**config.mk**
```make
export PLATFORM = sky130hd
export DESIGN_NAME = rx_sync_ctrl_flat
export DESIGN_NICKNAME = d
export VERILOG_FILES = /design/src/rtl/pcs_rx_pkg.sv /design/src/rtl/rx_sync_ctrl_if.sv /design/src/rtl/ber_monitor.sv /design/src/rtl/rx_sync_ctrl.sv /design/src/flat_wrapper.sv
export SDC_FILE = /design/constraint.sdc
export NUM_CORES = 1
export LEC_CHECK = 0
export CAP_MARGIN = 40
export CORE_MARGIN = 2
export CORE_UTILIZATION = 60
export CTS_CLUSTER_DIAMETER = 120
export DETAILED_ROUTE_END_ITERATION = 8
export PLACE_DENSITY = 0.84
export SETUP_SLACK_MARGIN = 0.05
export SLEW_MARGIN = 20
export SYNTH_ARGS = -nofsm -noshare
export SYNTH_HDL_FRONTEND = slang
export SYNTH_SLANG_ARGS = --single-unit
export TNS_END_PERCENT = 10
```
**constraint.sdc**
```tcl
create_clock -name i_clk -period 3.9 [get_ports i_clk]
set_input_delay 0.39 -clock i_clk [delete_from_list [all_inputs] [get_ports i_clk]]
set_output_delay 0.39 -clock i_clk [all_outputs]
set_load 0.05 [all_outputs]
```
**src/rtl/pcs_rx_pkg.sv**
```systemverilog
// Shared types and constants for the 10GBASE-R receive path.
package pcs_rx_pkg;

  typedef enum logic [1:0] {
    IDLE   = 2'd0,
    HUNT   = 2'd1,
    LOCKED = 2'd2,
    HI_BER = 2'd3
  } rx_sync_state_t;

  localparam logic [1:0] SYNC_HDR_DATA = 2'b01;
  localparam logic [1:0] SYNC_HDR_CTRL = 2'b10;

endpackage

```
**src/rtl/rx_sync_ctrl_if.sv**
```systemverilog
// Link between block-lock FSM / gearbox and the sync controller.
interface rx_sync_ctrl_if #(
  parameter int HDR_WIDTH = 2
) ();

  logic [HDR_WIDTH-1:0] i_hdr;
  logic                 i_hdr_valid;
  logic                 i_block_lock;
  logic                 i_slip;
  logic                 o_slip;
  logic                 o_sync_restart;

  modport master (
    output i_hdr,
    output i_hdr_valid,
    output i_block_lock,
    output i_slip,
    input  o_slip,
    input  o_sync_restart
  );

  modport slave (
    input  i_hdr,
    input  i_hdr_valid,
    input  i_block_lock,
    input  i_slip,
    output o_slip,
    output o_sync_restart
  );

endinterface

```
**src/rtl/ber_monitor.sv**
```systemverilog
// Windowed invalid-header counter behind the high-BER decision.
module ber_monitor #(
  parameter int BER_WINDOW    = 19531,
  parameter int HI_BER_THRESH = 16
) (
  input  logic i_clk,
  input  logic i_reset,
  input  logic i_clear,
  input  logic i_beat,
  input  logic i_bad,
  output logic o_window_done,
  output logic o_thresh_hit
);

  localparam int WW = $clog2(BER_WINDOW);
  localparam int BW = $clog2(HI_BER_THRESH + 1);
  localparam logic [WW-1:0] WIN_LAST = WW'(BER_WINDOW - 1);
  localparam logic [BW-1:0] THR      = BW'(HI_BER_THRESH);
  localparam logic [BW-1:0] THR_M1   = BW'(HI_BER_THRESH - 1);

  logic [WW-1:0] win_q, win_d;
  logic [BW-1:0] ber_q, ber_d;

  always_comb begin
    o_window_done = i_beat && (win_q == WIN_LAST);
    // count+1 view so a bad closing beat still lands in its window
    o_thresh_hit  = (ber_q == THR) ||
                    (i_bad && (ber_q == THR_M1));
    win_d = win_q;
    ber_d = ber_q;
    if (i_clear) begin
      win_d = '0;
      ber_d = '0;
    end else if (i_beat) begin
      if (o_window_done) begin
        win_d = '0;
        ber_d = '0;
      end else begin
        win_d = win_q + 1'b1;
        if (i_bad && (ber_q != THR))
          ber_d = ber_q + 1'b1;
      end
    end
  end

  always_ff @(posedge i_clk or posedge i_reset) begin
    if (i_reset) begin
      win_q <= '0;
      ber_q <= '0;
    end else begin
      win_q <= win_d;
      ber_q <= ber_d;
    end
  end

endmodule

```
**src/rtl/rx_sync_ctrl.sv**
```systemverilog
// 66b sync controller: paces gearbox slips, restarts failed hunts,
// and tracks high-BER once locked.
module rx_sync_ctrl
  import pcs_rx_pkg::*;
#(
  parameter int HDR_WIDTH     = 2,
  parameter int SLIP_HOLDOFF  = 4,
  parameter int MAX_SLIPS     = 66,
  parameter int BER_WINDOW    = 19531,
  parameter int HI_BER_THRESH = 16
) (
  input  logic         i_clk,
  input  logic         i_reset,
  input  logic         i_enable,
  rx_sync_ctrl_if.slave bus,
  output logic         o_rx_up,
  output logic         o_hi_ber,
  output logic [1:0]   o_state,
  output logic [7:0]   o_sync_fail_cnt,
  output logic [15:0]  o_err_cnt
);

  localparam int HW = $clog2(SLIP_HOLDOFF + 1);
  localparam int AW = $clog2(MAX_SLIPS + 1);
  localparam logic [HW-1:0] HOLD_LOAD = HW'(SLIP_HOLDOFF);
  localparam logic [AW-1:0] ATT_LAST  = AW'(MAX_SLIPS - 1);

  rx_sync_state_t state_q;
  logic [HW-1:0]  hold_q;
  logic [AW-1:0]  att_q;
  logic [7:0]     fail_q;
  logic [15:0]    err_q;
  logic           slip_q;
  logic           restart_q;

  logic [HDR_WIDTH-1:0] hdr;
  logic inv, fwd, hold_dec, in_lock;
  logic ber_clear, win_done, thresh_hit;

  always_comb begin
    hdr       = bus.i_hdr;
    inv       = bus.i_hdr_valid & ~^hdr;
    fwd       = bus.i_slip && (hold_q == '0);
    hold_dec  = bus.i_hdr_valid && (hold_q != '0);
    in_lock   = (state_q == LOCKED) || (state_q == HI_BER);
    ber_clear = !in_lock || !i_enable || !bus.i_block_lock;
  end

  ber_monitor #(
    .BER_WINDOW    (BER_WINDOW),
    .HI_BER_THRESH (HI_BER_THRESH)
  ) u_ber (
    .i_clk         (i_clk),
    .i_reset       (i_reset),
    .i_clear       (ber_clear),
    .i_beat        (bus.i_hdr_valid),
    .i_bad         (inv),
    .o_window_done (win_done),
    .o_thresh_hit  (thresh_hit)
  );

  always_ff @(posedge i_clk or posedge i_reset) begin
    if (i_reset) begin
      state_q   <= IDLE;
      hold_q    <= '0;
      att_q     <= '0;
      fail_q    <= '0;
      err_q     <= '0;
      slip_q    <= 1'b0;
      restart_q <= 1'b0;
    end else if (!i_enable) begin
      state_q   <= IDLE;
      hold_q    <= '0;
      att_q     <= '0;
      fail_q    <= '0;
      err_q     <= '0;
      slip_q    <= 1'b0;
      restart_q <= 1'b0;
    end else begin
      slip_q    <= 1'b0;
      restart_q <= 1'b0;
      unique case (state_q)
        IDLE: state_q <= HUNT;
        HUNT: begin
          // lock beats a same-cycle restart
          if (bus.i_block_lock) begin
            state_q <= LOCKED;
            att_q   <= '0;
            hold_q  <= '0;
          end else if (fwd) begin
            slip_q <= 1'b1;
            hold_q <= HOLD_LOAD;
            if (att_q == ATT_LAST) begin
              att_q     <= '0;
              restart_q <= 1'b1;
              if (fail_q != '1)
                fail_q <= fail_q + 1'b1;
            end else begin
              att_q <= att_q + 1'b1;
            end
          end else if (hold_dec) begin
            hold_q <= hold_q - 1'b1;
          end
        end
        default: begin
          if (fwd) begin
            slip_q <= 1'b1;
            hold_q <= HOLD_LOAD;
          end else if (hold_dec) begin
            hold_q <= hold_q - 1'b1;
          end
          if (inv && (err_q != '1))
            err_q <= err_q + 1'b1;
          if (!bus.i_block_lock)
            state_q <= HUNT;
          else if (state_q == LOCKED) begin
            if (thresh_hit)
              state_q <= HI_BER;
          end else if (win_done && !thresh_hit) begin
            state_q <= LOCKED;
          end
        end
      endcase
    end
  end

  assign bus.o_slip         = slip_q;
  assign bus.o_sync_restart = restart_q;
  assign o_rx_up            = (state_q == LOCKED);
  assign o_hi_ber           = (state_q == HI_BER);
  assign o_state            = state_q;
  assign o_sync_fail_cnt    = fail_q;
  assign o_err_cnt          = err_q;

endmodule

```
**src/flat_wrapper.sv**
```systemverilog
// flat-port wrapper written by rule: the top's interface ports become plain ports
module rx_sync_ctrl_flat import pcs_rx_pkg::*;
#(
  parameter int HDR_WIDTH     = 2,
  parameter int SLIP_HOLDOFF  = 4,
  parameter int MAX_SLIPS     = 66,
  parameter int BER_WINDOW    = 19531,
  parameter int HI_BER_THRESH = 16
)
  (i_clk, i_reset, i_enable, o_rx_up, o_hi_ber, o_state, o_sync_fail_cnt, o_err_cnt, bus_i_hdr, bus_i_hdr_valid, bus_i_block_lock, bus_i_slip, bus_o_slip, bus_o_sync_restart);
  rx_sync_ctrl_if #(.HDR_WIDTH(HDR_WIDTH)) bus_i ();
  input  logic i_clk;
  input  logic i_reset;
  input  logic i_enable;
  output logic o_rx_up;
  output logic o_hi_ber;
  output logic [1:0] o_state;
  output logic [7:0] o_sync_fail_cnt;
  output logic [15:0] o_err_cnt;
  input wire logic [$bits(bus_i.i_hdr)-1:0] bus_i_hdr;
  input wire logic [$bits(bus_i.i_hdr_valid)-1:0] bus_i_hdr_valid;
  input wire logic [$bits(bus_i.i_block_lock)-1:0] bus_i_block_lock;
  input wire logic [$bits(bus_i.i_slip)-1:0] bus_i_slip;
  output wire logic [$bits(bus_i.o_slip)-1:0] bus_o_slip;
  output wire logic [$bits(bus_i.o_sync_restart)-1:0] bus_o_sync_restart;
  assign bus_i.i_hdr = bus_i_hdr;
  assign bus_i.i_hdr_valid = bus_i_hdr_valid;
  assign bus_i.i_block_lock = bus_i_block_lock;
  assign bus_i.i_slip = bus_i_slip;
  assign bus_o_slip = bus_i.o_slip;
  assign bus_o_sync_restart = bus_i.o_sync_restart;
  rx_sync_ctrl #(.HDR_WIDTH(HDR_WIDTH), .SLIP_HOLDOFF(SLIP_HOLDOFF), .MAX_SLIPS(MAX_SLIPS), .BER_WINDOW(BER_WINDOW), .HI_BER_THRESH(HI_BER_THRESH)) u_core (.i_clk(i_clk), .i_reset(i_reset), .i_enable(i_enable), .bus(bus_i), .o_rx_up(o_rx_up), .o_hi_ber(o_hi_ber), .o_state(o_state), .o_sync_fail_cnt(o_sync_fail_cnt), .o_err_cnt(o_err_cnt));
endmodule
```
* After elaboration in Yosys (flattened, before gate mapping) *
Cells that the tools add are included.

operators by class
  eq/ne operators = 22
  bitwise gates (word level) = 1
  add/sub/neg operators = 6
  mux-type cells = 42
  reduce and logical (&&, ||, !) cells = 27

operators by type and width
  cell                   count
  $mux 16                3
  $mux 8                 6
  $mux 15                3
  $mux 7                 5
  $mux 5                 4
  $add 16x1->16 const B  1
  $ne 16x16->1 const B   1
  $add 15x1->15 const B  1
  $eq 15x15->1 const B   1
  $mux 2                 6
  $mux 3                 4
  $ne 6x3->1 const B     2
  $ne 2x1->1 const B     5
  $add 8x1->8 const B    1
  $mux 1                 8
  $ne 8x8->1 const B     1
  $add 7x1->7 const B    1
  $eq 7x7->1 const B     1
  $logic_and 1x1->1      7
  $ne 2x2->1 const B     3
  $pmux 3 s2             1
  $reduce_and 2->1       3
  $reduce_bool 3->1      2
  $add 5x1->5 const B    1
  other kinds (20)       27

word-level totals
  logic and storage cells = 107
  output and inout port bits = 30
  bits in registers = 58
  bits of input ports = 8

* Longest topological paths before layout *
  word-level depth = 11
  mapped depth = 8
  mapped depth without buffers = 6

* Hierarchy *
From an unflattened synthesis, not the netlist that was laid out.

second synthesis, totals
  cells, all modules = 359
  area total of the unflattened synthesis = 3384.5 µm²

by module, submodules not included
  module        instances  sequential area each (µm²)  area each (µm²)  cells each
  rx_sync_ctrl  1          950.9                       2174.6           236
  ber_monitor   1          500.5                       1209.9           123

* Worst setup path after synthesis *
No wires, ideal clock.

  kind = register to register
  start point = register u_core.err_q[5], in the netlist u_core.o_err_cnt[5]
  end point = register u_core.err_q[15], in the netlist u_core.o_err_cnt[15]
  period minus slack after synthesis = 2.179 ns
  data required time = 3.777 ns
  path buffers = 1
  cell stages (with the launch flop) = 6
  library setup time = 0.123 ns
  setup slack = 1.721 ns
  arrival time = 2.057 ns
  path through = dfrtp_1 -> nand4_1 -> or4b_1 -> buf_2 -> or3_1 -> o221a_1

between the ends
  word-level cells in the longest chain between the ends = 4
  elaborated cells on any way between the ends = 8
  those cells by class = 1 x add/sub; 2 x eq/ne; 3 x mux; 2 x reduce/logical

RTL lines
  what                                                  line                                      RTL
  start, declared                                       rx_sync_ctrl.sv:32                        logic [15:0] err_q;
  start signal, assigned                                rx_sync_ctrl.sv:113                       err_q <= err_q + 1'b1;
  $add 16x1->16 / $ne 16x16->1 (equally long branches)  rx_sync_ctrl.sv:113, rx_sync_ctrl.sv:112
  $mux 16 / $logic_and 1x1->1 (equally long branches)   rx_sync_ctrl.sv:112                       if (inv && (err_q != '1))
  $mux 16 / $ne 2x1->1 (equally long branches)          -
  $mux 16 / $reduce_and 2->1 (equally long branches)    -

Parallel ways exist; a longest one is shown, timed or not. The select of a mux whose other input is x is not followed.
A chain may end at the register's enable or synchronous reset.

* Worst setup path after layout *
  start point = register u_core.state_q[1], in the netlist u_core.o_state[1]
  end point = output port o_rx_up

between the ends
  word-level cells in the longest chain between the ends = 1

RTL lines
  what                    line                 RTL
  start, declared         rx_sync_ctrl.sv:28   rx_sync_state_t state_q;
  start signal, assigned  rx_sync_ctrl.sv:64   state_q <= IDLE;
  start signal, assigned  rx_sync_ctrl.sv:72   state_q <= IDLE;
  start signal, assigned  rx_sync_ctrl.sv:83   IDLE: state_q <= HUNT;
  $eq 2x2->1              rx_sync_ctrl.sv:129  assign o_rx_up = (state_q == LOCKED);
  end, declared           flat_wrapper.sv:15   output logic o_rx_up;

No other way between the ends.

==> run metrics <==
status=completed; I/O Buffers=37; ant diodes=0; leading cell types by count after synthesis=dfrtp_1 (58), nand2_1 (40), nor2_1 (24); post-synthesis adder-cell area fraction=0.0406; routed vias/inst=roughly 6.3; Pre-antenna DRT Iters=5; Reg clk slew, reported paths=around 70 ps; largest area contributor in the netlist=dfrtp_1; register area=about 1500 sq um; setup_tns=0 ps; largest net degree at the start of global routing=29; synthesized flop and latch total=slightly below 60; Min Hold Slack=325 ps; GPL Wtd Cong=~0.87; WL final=7760 um; Synth Flop Type=dfrtp_1; dpl hpwl=~5400 um; pre-CTS setup slack=roughly 1200 ps; Setup Skew=roughly 8.6 ps; crit path time final=roughly 2600 ps; Mapped Area=about 3400 sq um; Final Hold Violating Endpoints=0; most common cell in the netlist=dfrtp_1; crit path launch type=register; sequential element share of the synthesized area=0.428; largest family of logic cells by synthesized area=simple AND/OR/NAND/NOR gates; Row Count=27; clock tree buffer depth=2; FF-to-FF Start=u_core.hold_q[0]; Yosys cell types=50; max_cap viols=0; worst skew pair latency=approximately 350 ps; Setup violations, final=0; Non-Filler Instances=486; slew margin rel.=0.567; Worst setup EP type=output port; Final Max Tran Viols=0; yosys warns=0; final net count=around 430; Async SR Flop Fraction=1.00; Layout Cell Area excl Fill=4060 sq um; CTS tree=built; RSZ-0062 raised after global routing=no; H-tree Lvls=3; io pins=38; Overall Global Routing Usage=0.272; 1st-iter DRT viols=172; CTS Hold Buffers Added=0; clk sinks=58; Crit path arrival time=roughly 2200 ps; die height=~79 um; worst setup margin=1330 ps; Max IR drop VDD=around 0.27 mV; Post-synth EDFFs=0; layout cells sized above 1=0.0652; Static Leak=0.00156 uW; CP Max Fanout=13; Synth top area share=0.428; first-pass GRT wire length=between 10000 and 15000 um; Simple-Gate Fraction of Synth Area=0.289; die width=~79 um; placed cells=between 400 and 500; Placed Area=a little under 4000 sq um; area of the core=5470 sq um; Vias=~3100; HP Class=in2async; DRC viols=0; initial antenna violation count=0; period utilization=0.659; vias in the first global route=~2800; Required @ worst endpoint=between 3000 and 4000 ps; drt wl/cell=around 16 um; mean post-synth cell area=around 9.1 sq um; XOR/XNOR Fraction of Synth Area=0.0358; Multi-input gate area=1810 sq um; top post-synthesis cells by area=dfrtp_1 (43%), nand2_1 (4.4%), ha_1 (4.1%), mux2i_1 (3.5%), nand4_1 (2.9%); Syn-to-layout area delta=19.7%; PostCTS Resize Cnt=0; multiplexer area fraction after synthesis=0.0387; Synth Area in Compound Gates=0.130; Detail Route Antenna Nets=0; Initial Utilization=0.620; die area=between 6000 and 7000 sq um; grt total ovfl=0; root buf cell=clkbuf_8; Post-Synthesis Cells=between 300 and 400; setup bufs post-CTS=0; Crit Path Class=reg2out; PwrDens=roughly 330 nW/um^2; Post-Synthesis Net Count=between 300 and 400; Peak Freq=~390 MHz; Critical path origin=u_core.o_state[1]; worst slew pin tran=approximately 640 ps; Fillers=400; number of CTS-inserted buffers=9
area by class of cell:
type | instances | share of cell area
Clock buffer | 11 | 0.0348
Clock inverter | 5 | 0.0191
Inverter | 16 | 0.0148
Multi-Input combinational cell | 281 | 0.446
Sequential cell | 58 | 0.357
Tap cell | 72 | 0.0222
Timing Repair Buffer | 43 | 0.105
worst paths after layout:
kind	endpoint	slack, ps	cells past startpoint
min reg2reg	u_core.u_ber.win_q[14]	490	1
min	u_core.o_err_cnt[4]	330	2
max	o_rx_up	1330	3
min in group i_clk	u_core.u_ber.win_q[14]	490	1
max reg2reg	u_core.o_sync_fail_cnt[4]	1630	6
max in group asynchronous	u_core.o_err_cnt[9]	2800	4
metal layers:
| metal | part of all wire | vias to the layer above | track usage |
|---|---|---|---|
| met3 | 0.044 | 7 | 0.0511 |
| met2 | 0.48 | 79 | 0.435 |
| met4 | 0.0097 | 0 | 0.107 |
| met5 | 0 | - | 0 |
| li1 | - | 1453 | - |
| met1 | 0.46 | 1529 | 0.367 |
through the flow:
step | total power, uW | util
floorplan | 699 | -
global placement | 729 | 0.698
detailed placement | 735 | 0.702
CTS | 1350 | 0.742
global route | 1390 | 0.742
finish | 1350 | 0.742
critical path, stage by stage (launching register included):
cell,delay [ps]
dfrtp_1,590
inv_1,210
nor2_1,200
clkdlybuf4s50_1,830
kinds of logic (layout without fill, tap and decap cells):
group,Yosys count,count (layout)
AOI/OAI and AO/OA,69,69
xor gates and xnor gates,13,13
adders and majority gates,11,11
buffers and inverters,33,75
DFF,58,58
muxes,13,13
and+or+nand+nor,175,175
placed cells by master (no fill, tap or decap), types with 5 or more instances in the layout:
cell | synthesis | layout
nand2b_1 | 12 | 12
clkdlybuf4s50_1 | 0 | 37
inv_1 | 15 | 14
o21ai_0 | 19 | 19
nand4b_1 | 5 | 5
nand4_1 | 16 | 16
ha_1 | 11 | 11
clkbuf_8 | 0 | 10
dfrtp_1 | 58 | 58
or4_1 | 9 | 9
nand3_1 | 19 | 19
a21oi_1 | 19 | 19
nor4_1 | 12 | 12
nand2_1 | 40 | 40
nor2_1 | 24 | 24
or3_1 | 7 | 7
xnor2_1 | 8 | 8
nor2b_1 | 5 | 5
o31ai_1 | 9 | 9
buf_4 | 0 | 5
mux2i_1 | 12 | 12
nor3_1 | 7 | 7
report_power, final:
| part | internal (uW) | switching (uW) | leakage (uW) |
|---|---|---|---|
| logic | 38.9 | 69.5 | 0.000644 |
| clock network | 375 | 248 | 0.000109 |
| registers | 608 | 9.43 | 0.000806 |
flip-flops by register name (all words and copies together) (netlist names):
| register | count |
|---|---|
| u_core.u_ber.win_q | 15 |
| u_core.o_state | 2 |
| u_core.bus.o_sync_restart | 1 |
| u_core.u_ber.ber_q | 5 |
| u_core.o_sync_fail_cnt | 8 |
| u_core.bus.o_slip | 1 |
| u_core.o_err_cnt | 16 |
| u_core.hold_q | 3 |
| u_core.att_q | 7 |
No activity file was read; power rests on OpenSTA's default activity.
